File: src/rtl/fifo_burst_reader_if.sv
// Bundle of the burst reader's request, fifo-side and downstream signals.
// master is the reader's view; slave is the view of whatever drives and consumes it.
interface fifo_burst_reader_if #(
   parameter int WIDTH    = 16,
   parameter int LEN_BITS = 8
);
   logic                start;
   logic [LEN_BITS-1:0] length;
   logic                abort;
   logic                fifo_pop;
   logic [WIDTH-1:0]    fifo_data;
   logic                fifo_nempty;
   logic                m_valid;
   logic                m_ready;
   logic [WIDTH-1:0]    m_data;
   logic                m_last;
   logic                busy;
   logic                done;
   logic [LEN_BITS-1:0] words_left;

   modport master (
      input  start,
      input  length,
      input  abort,
      output fifo_pop,
      input  fifo_data,
      input  fifo_nempty,
      output m_valid,
      input  m_ready,
      output m_data,
      output m_last,
      output busy,
      output done,
      output words_left
   );

   modport slave (
      output start,
      output length,
      output abort,
      input  fifo_pop,
      output fifo_data,
      output fifo_nempty,
      input  m_valid,
      output m_ready,
      input  m_data,
      input  m_last,
      input  busy,
      input  done,
      input  words_left
   );
endinterface

File: src/rtl/fifo_burst_reader.sv
// Reads a fixed-length burst from a fifo with one cycle of read latency and
// presents it on a valid/ready stream through a 2-entry skid buffer.
module fifo_burst_reader #(
   parameter int WIDTH    = 16,
   parameter int LEN_BITS = 8
) (
   input logic                  clock,
   input logic                  reset_n,
   fifo_burst_reader_if.master  bus
);

   typedef enum logic [1:0] {
      IDLE  = 2'd0,
      FETCH = 2'd1,
      FLUSH = 2'd2,
      DONE  = 2'd3
   } state_t;

   localparam logic [LEN_BITS-1:0] LEN_ZERO = '0;
   localparam logic [LEN_BITS-1:0] LEN_ONE  = LEN_BITS'(1);

   state_t              state_q, state_d;
   logic [LEN_BITS-1:0] issue_cnt_q, issue_cnt_d;
   logic [LEN_BITS-1:0] words_left_q, words_left_d;
   logic [WIDTH-1:0]    buf_q [2];
   logic [WIDTH-1:0]    buf_d [2];
   logic [1:0]          occ_q, occ_d;
   logic                inflight_q, inflight_d;

   logic [1:0]          outstanding;
   logic [1:0]          occ_after_take;
   logic                pop;
   logic                valid_c;
   logic                xfer;
   logic                take_buf;
   logic                push;
   logic [WIDTH-1:0]    data_c;

   // Buffered words plus the pop whose data is still on fifo_data; never exceeds 2.
   assign outstanding = occ_q + {1'b0, inflight_q};

   assign pop = (state_q == FETCH) && bus.fifo_nempty && (issue_cnt_q != LEN_ZERO)
                && !bus.abort && (outstanding < 2'd2);

   // With an empty buffer the word arriving from the fifo is presented directly,
   // so the first word appears the cycle after its pop.
   assign valid_c  = (state_q == FETCH) && ((occ_q != 2'd0) || inflight_q);
   assign data_c   = (occ_q != 2'd0) ? buf_q[0] : bus.fifo_data;
   assign xfer     = valid_c && bus.m_ready;
   assign take_buf = xfer && (occ_q != 2'd0);
   assign push     = (state_q == FETCH) && inflight_q && !(xfer && (occ_q == 2'd0));

   always_comb begin
      buf_d          = buf_q;
      occ_after_take = occ_q;
      if (take_buf) begin
         buf_d[0]       = buf_q[1];
         occ_after_take = occ_q - 2'd1;
      end
      occ_d = occ_after_take;
      if (push) begin
         buf_d[occ_after_take[0]] = bus.fifo_data;
         occ_d                    = occ_after_take + 2'd1;
      end

      state_d      = state_q;
      issue_cnt_d  = issue_cnt_q;
      words_left_d = words_left_q;
      inflight_d   = pop;

      case (state_q)
         IDLE: begin
            if (bus.start) begin
               if (bus.length != LEN_ZERO) begin
                  state_d      = FETCH;
                  issue_cnt_d  = bus.length;
                  words_left_d = bus.length;
               end else begin
                  state_d = DONE;
               end
            end
         end
         FETCH: begin
            if (pop) begin
               issue_cnt_d = issue_cnt_q - LEN_ONE;
            end
            if (xfer) begin
               words_left_d = words_left_q - LEN_ONE;
            end
            if (bus.abort) begin
               state_d    = FLUSH;
               occ_d      = 2'd0;
               inflight_d = 1'b0;
            end else if (xfer && (words_left_q == LEN_ONE)) begin
               state_d = DONE;
            end
         end
         FLUSH: begin
            state_d      = IDLE;
            issue_cnt_d  = LEN_ZERO;
            words_left_d = LEN_ZERO;
            occ_d        = 2'd0;
            inflight_d   = 1'b0;
         end
         DONE: begin
            state_d = IDLE;
         end
         default: begin
            state_d = IDLE;
         end
      endcase
   end

   always_ff @(posedge clock or negedge reset_n) begin
      if (!reset_n) begin
         state_q      <= IDLE;
         issue_cnt_q  <= LEN_ZERO;
         words_left_q <= LEN_ZERO;
         occ_q        <= 2'd0;
         inflight_q   <= 1'b0;
         buf_q[0]     <= '0;
         buf_q[1]     <= '0;
      end else begin
         state_q      <= state_d;
         issue_cnt_q  <= issue_cnt_d;
         words_left_q <= words_left_d;
         occ_q        <= occ_d;
         inflight_q   <= inflight_d;
         buf_q[0]     <= buf_d[0];
         buf_q[1]     <= buf_d[1];
      end
   end

   assign bus.fifo_pop   = pop;
   assign bus.m_valid    = valid_c;
   assign bus.m_data     = data_c;
   assign bus.m_last     = valid_c && (words_left_q == LEN_ONE);
   assign bus.busy       = (state_q != IDLE);
   assign bus.done       = (state_q == DONE);
   assign bus.words_left = words_left_q;

endmodule

File: src/flat_wrapper.sv
// flat-port wrapper written by rule: the top's interface ports become plain ports
module fifo_burst_reader_flat 
#(
   parameter int WIDTH    = 16,
   parameter int LEN_BITS = 8
)
  (clock, reset_n, bus_start, bus_length, bus_abort, bus_fifo_pop, bus_fifo_data, bus_fifo_nempty, bus_m_valid, bus_m_ready, bus_m_data, bus_m_last, bus_busy, bus_done, bus_words_left);
  fifo_burst_reader_if #(.WIDTH(WIDTH), .LEN_BITS(LEN_BITS)) bus_i ();
  input logic clock;
  input logic reset_n;
  input wire logic [$bits(bus_i.start)-1:0] bus_start;
  input wire logic [$bits(bus_i.length)-1:0] bus_length;
  input wire logic [$bits(bus_i.abort)-1:0] bus_abort;
  output wire logic [$bits(bus_i.fifo_pop)-1:0] bus_fifo_pop;
  input wire logic [$bits(bus_i.fifo_data)-1:0] bus_fifo_data;
  input wire logic [$bits(bus_i.fifo_nempty)-1:0] bus_fifo_nempty;
  output wire logic [$bits(bus_i.m_valid)-1:0] bus_m_valid;
  input wire logic [$bits(bus_i.m_ready)-1:0] bus_m_ready;
  output wire logic [$bits(bus_i.m_data)-1:0] bus_m_data;
  output wire logic [$bits(bus_i.m_last)-1:0] bus_m_last;
  output wire logic [$bits(bus_i.busy)-1:0] bus_busy;
  output wire logic [$bits(bus_i.done)-1:0] bus_done;
  output wire logic [$bits(bus_i.words_left)-1:0] bus_words_left;
  assign bus_i.start = bus_start;
  assign bus_i.length = bus_length;
  assign bus_i.abort = bus_abort;
  assign bus_fifo_pop = bus_i.fifo_pop;
  assign bus_i.fifo_data = bus_fifo_data;
  assign bus_i.fifo_nempty = bus_fifo_nempty;
  assign bus_m_valid = bus_i.m_valid;
  assign bus_i.m_ready = bus_m_ready;
  assign bus_m_data = bus_i.m_data;
  assign bus_m_last = bus_i.m_last;
  assign bus_busy = bus_i.busy;
  assign bus_done = bus_i.done;
  assign bus_words_left = bus_i.words_left;
  fifo_burst_reader #(.WIDTH(WIDTH), .LEN_BITS(LEN_BITS)) u_core (.clock(clock), .reset_n(reset_n), .bus(bus_i));
endmodule
File: config.mk
export PLATFORM = sky130hd
export DESIGN_NAME = fifo_burst_reader_flat
export DESIGN_NICKNAME = d
export VERILOG_FILES = /design/src/rtl/fifo_burst_reader_if.sv /design/src/rtl/fifo_burst_reader.sv /design/src/flat_wrapper.sv
export SDC_FILE = /design/constraint.sdc
export NUM_CORES = 1
export LEC_CHECK = 0
export ABC_AREA = 1
export BUFFER_PORTS_ARGS = -buffer_cell sky130_fd_sc_hd__buf_2
export CORE_ASPECT_RATIO = 0.9
export CORE_MARGIN = 5
export CORE_UTILIZATION = 60
export DETAILED_ROUTE_END_ITERATION = 10
export PLACE_DENSITY = 0.85
export SETUP_SLACK_MARGIN = 0.2
export SLEW_MARGIN = 20
export SYNTH_ARGS = -nofsm -noshare
export SYNTH_HDL_FRONTEND = slang
export SYNTH_SLANG_ARGS = --single-unit
File: constraint.sdc
create_clock -name clock -period 2.9 [get_ports clock]
set_clock_uncertainty 0.1 [all_clocks]
set_input_delay 0 -clock clock [delete_from_list [all_inputs] [get_ports clock]]
set_output_delay 0 -clock clock [all_outputs]
set_load 0.02 [all_outputs]
==> flow_summary_export.csv <==
group,metric,value,unit
status,outcome,"complete, no violations",
sta,timing.final.hold_violations,0,
setup_path,worst-path-max-fanout,32,
setup_path,path_common_cell,"nand2_1",
sta,max_freq,0.455,GHz
place,pre_cts_ws,0.735,ns
sta,slew_violations,0,
synthesis,seq_area_frac_synth,41.2,%
detailed_routing,ant_nets,0,
global_routing,grt_pass1_vias,3046,
setup_path,critPathMaxStageDelay,0.41,ns
place,dpl-instance-area,3540,um^2
floorplanning,core,5220,um^2
pwr,p_switching,2.08,mW
final_layout,layout-drive-gt1-share,19.8,%
final_layout,antenna_cells,0,
clock_tree,htree_levels,2,
setup_path,required,2.99,ns
place,dp_hpwl,5440,um
clock_tree,cts_sinks,53,
worst_hold_path,hold_class,"in -> reg",
floorplanning,dieHeight,79.5,um
synthesis,yosys_warnings,0,
setup_path,endpoint_kind,"flop",
pwr,p_per_area,1070,nW/um^2
pwr,total_power,4.17,mW
synthesis,synthDistinctLibCells,28,
global_routing,overflow,0,
synthesis,synthTopCellsByCount,"nand2_1, inv_1, o21ai_0, dfrtp_1, nand3_1",
sta,worst_pin_slew,0.615,ns
global_routing,grt_usage,24.2,%
floorplanning,fp-row-count,25,
clock_tree,cts_resized,0,
place,io_buffers,58,
clock_tree,cts.clk_slew.worst_paths,0.10,ns
pwr,power_frac_comb,59.3,%
detailed_routing,dr.pass1.iters,4,
setup_path,slowest_stage,"dfrtp_1",
setup_path,path_class,"reg -> reg",
clock_tree,cts_max_path_buffers,2,
final_layout,utilization,74.6,%
synthesis,ys_seq_elements,53,
synthesis,syn_area_per_cell,7.28,um^2
global_routing,antenna_found_initial,0,
setup_path,start_kind,"flop",
pwr,clockPowerShare,11.0,%
sta,finalSetupViolations,0,
sta,slew_headroom,59.0,%
setup_path,cp_cell_sequence,"inv_1, ha_1, nand2_1, a21oi_2, nand3_4, nand2_1, o21ai_2",
final_layout,final_nets,562,
sta,fin_crit_sh,75.7,%
floorplanning,die_area,6930,um^2
global_routing,grt_max_degree,34,
global_routing,grt_pass1_wl,13500,um
sta,min_period,2.20,ns
detailed_routing,drtIter0Drc,252,
detailed_routing,routed_wirelength,7890,um
synthesis,synth_area_leader_cell,"dfrtp_1",
synthesis,async_flop_share,100,%
synthesis,yosysTopAreaCellShare,41.2,%
synthesis,synth.most_common_cell,"nand2_1",
detailed_routing,vias,3140,
detailed_routing,vias_per_cell,5.31,
final_layout,area_growth,21.1,%
place,gp_congestion,0.907,
synthesis,synth_area_leaders,"dfrtp_1, nand2_1, o21ai_0, inv_1, o21ai_2",
sta,worst_slack,0.704,ns
final_layout,stdcell_area,3900,um^2
clock_tree,cts_made_buffers,5,
clock_tree,cts_tree,"built",
pwr,swShare,49.9,%
floorplanning,io_pins,59,
floorplanning,initial_core_util,61.6,%
detailed_routing,wire_per_inst,13.3,um
flow_run,drv_cap,0,
sta,setup_tns,0,ns
synthesis,synth_flop_cell,"dfrtp_1",
synthesis,synth_edf_count,0,
pwr,ir_drop,0.592,mV
pwr,internal_power,2.09,mW
synthesis,synthCells,442,
setup_path,cp.arrival,2.29,ns
floorplanning,die_w,87.2,um
detailed_routing,drc_errors,0,
clock_tree,clk_latency,0.30,ns
pwr,total_leakage_power,2.10,nW
synthesis,synthesis.area,3220,um^2
pwr,p_seq_share,29.8,%
clock_tree,clockRootBuffer,"clkbuf_8",
sta,rsz0062_at_grt,"false",
synthesis,syn_nets,481,
## layer usage
layer / vias up / part of all wire, % / GRT usage [%]
li1: 1553 / - / -
met1: 1455 / 42 / 31.7
met2: 113 / 49 / 41.0
met3: 19 / 6.9 / 3.72
met4: 0 / 1.9 / 7.52
met5: - / 0 / 0
## cell families (layout without fill, tap and decap cells)
kind of cell	Yosys count	after routing	synth area share (%)
AO/OA/AOI/OAI	91	91	17.2
XOR/XNOR	1	1	0.272
AND/OR/NAND/NOR	206	206	27.0
multiplexers	1	1	0.350
adder cells (fa/ha/maj)	9	9	3.50
buffers and inverters	81	163	10.5
flip-flops	53	53	41.2
## worst max-delay path, delay by kind of cell (launching register included)
kind	cells	cell delay [ns]
adders and majority gates	1	0.38
buffers and inverters	1	0.10
and+or+nand+nor	3	0.73
DFF	1	0.41
AOI/OAI and AO/OA	2	0.33
## power by group through the flow
stage | registers (mW) | clock network (mW) | logic, mW
global route | 1.28 | 0.501 | 2.78
detailed placement | 1.25 | 0 | 2.40
floorplan | 1.26 | 0 | 1.78
finish | 1.24 | 0.456 | 2.47
global placement | 1.23 | 0 | 2.31
CTS | 1.24 | 0.464 | 2.45
## cell type report
type	count	area, um^2
Clock inverter	1	5.00
Clock buffer	7	96.3
Multi-Input combinational cell	308	1550
Timing Repair Buffer	88	581
Inverter	67	251
Sequential cell	53	1330
Fill cell	385	1330
Tap cell	67	83.8
## through the flow
step / hold WS [ns] / cells
2_1_floorplan: -0.396 / 442
3_5_place_dp: -0.0435 / 557
3_3_place_gp: -0.0617 / 557
4_1_cts: 0.00334 / 591
6_report: 0.00445 / 591
5_1_grt: 0.0341 / 591
## cell usage in the layout, fill, tap and decap left out
cell type,n
o21ai_0,56
nor2_4,3
buf_4,4
o22ai_1,4
a21oi_2,1
xnor2_1,1
o21a_1,1
o21ai_2,22
nand3_2,2
clkbuf_8,7
a31oi_1,1
nor2_1,23
nand2_1,145
nand3_4,1
nand2_2,2
inv_1,64
ha_1,9
nand3_1,26
a21oi_1,5
buf_2,58
o21bai_1,1
clkinv_1,1
dfrtp_1,53
nand4_1,3
clkinv_2,1
mux2_2,1
inv_2,2
dlygate4sd3_1,26
nor3_1,1
## final timing paths
kind                                                  to  slack [ns]                   from  cells past startpoint
max in group asynchronous                      async pin        1.77                reset_n                      3
worst min-delay path            u_core.bus.words_left[4]       0.004          bus_length[4]                      5
worst max register to register          u_core.buf_q[20]        0.70      u_core.state_q[1]                      7
worst max-delay path                    u_core.buf_q[20]        0.70      u_core.state_q[1]                      7
min in group asynchronous              u_core.state_q[0]        0.13                reset_n                      2
worst min register to register     u_core.issue_cnt_q[1]        0.39  u_core.issue_cnt_q[1]                      2
## repair_timing
action                     in CTS  in global routing
hold buffers                   26                  0
hold endpoints to repair       73                  0
buffers inserted                0                  0
setup endpoints to repair       0                  0
Power figures use the tool's default switching activity.
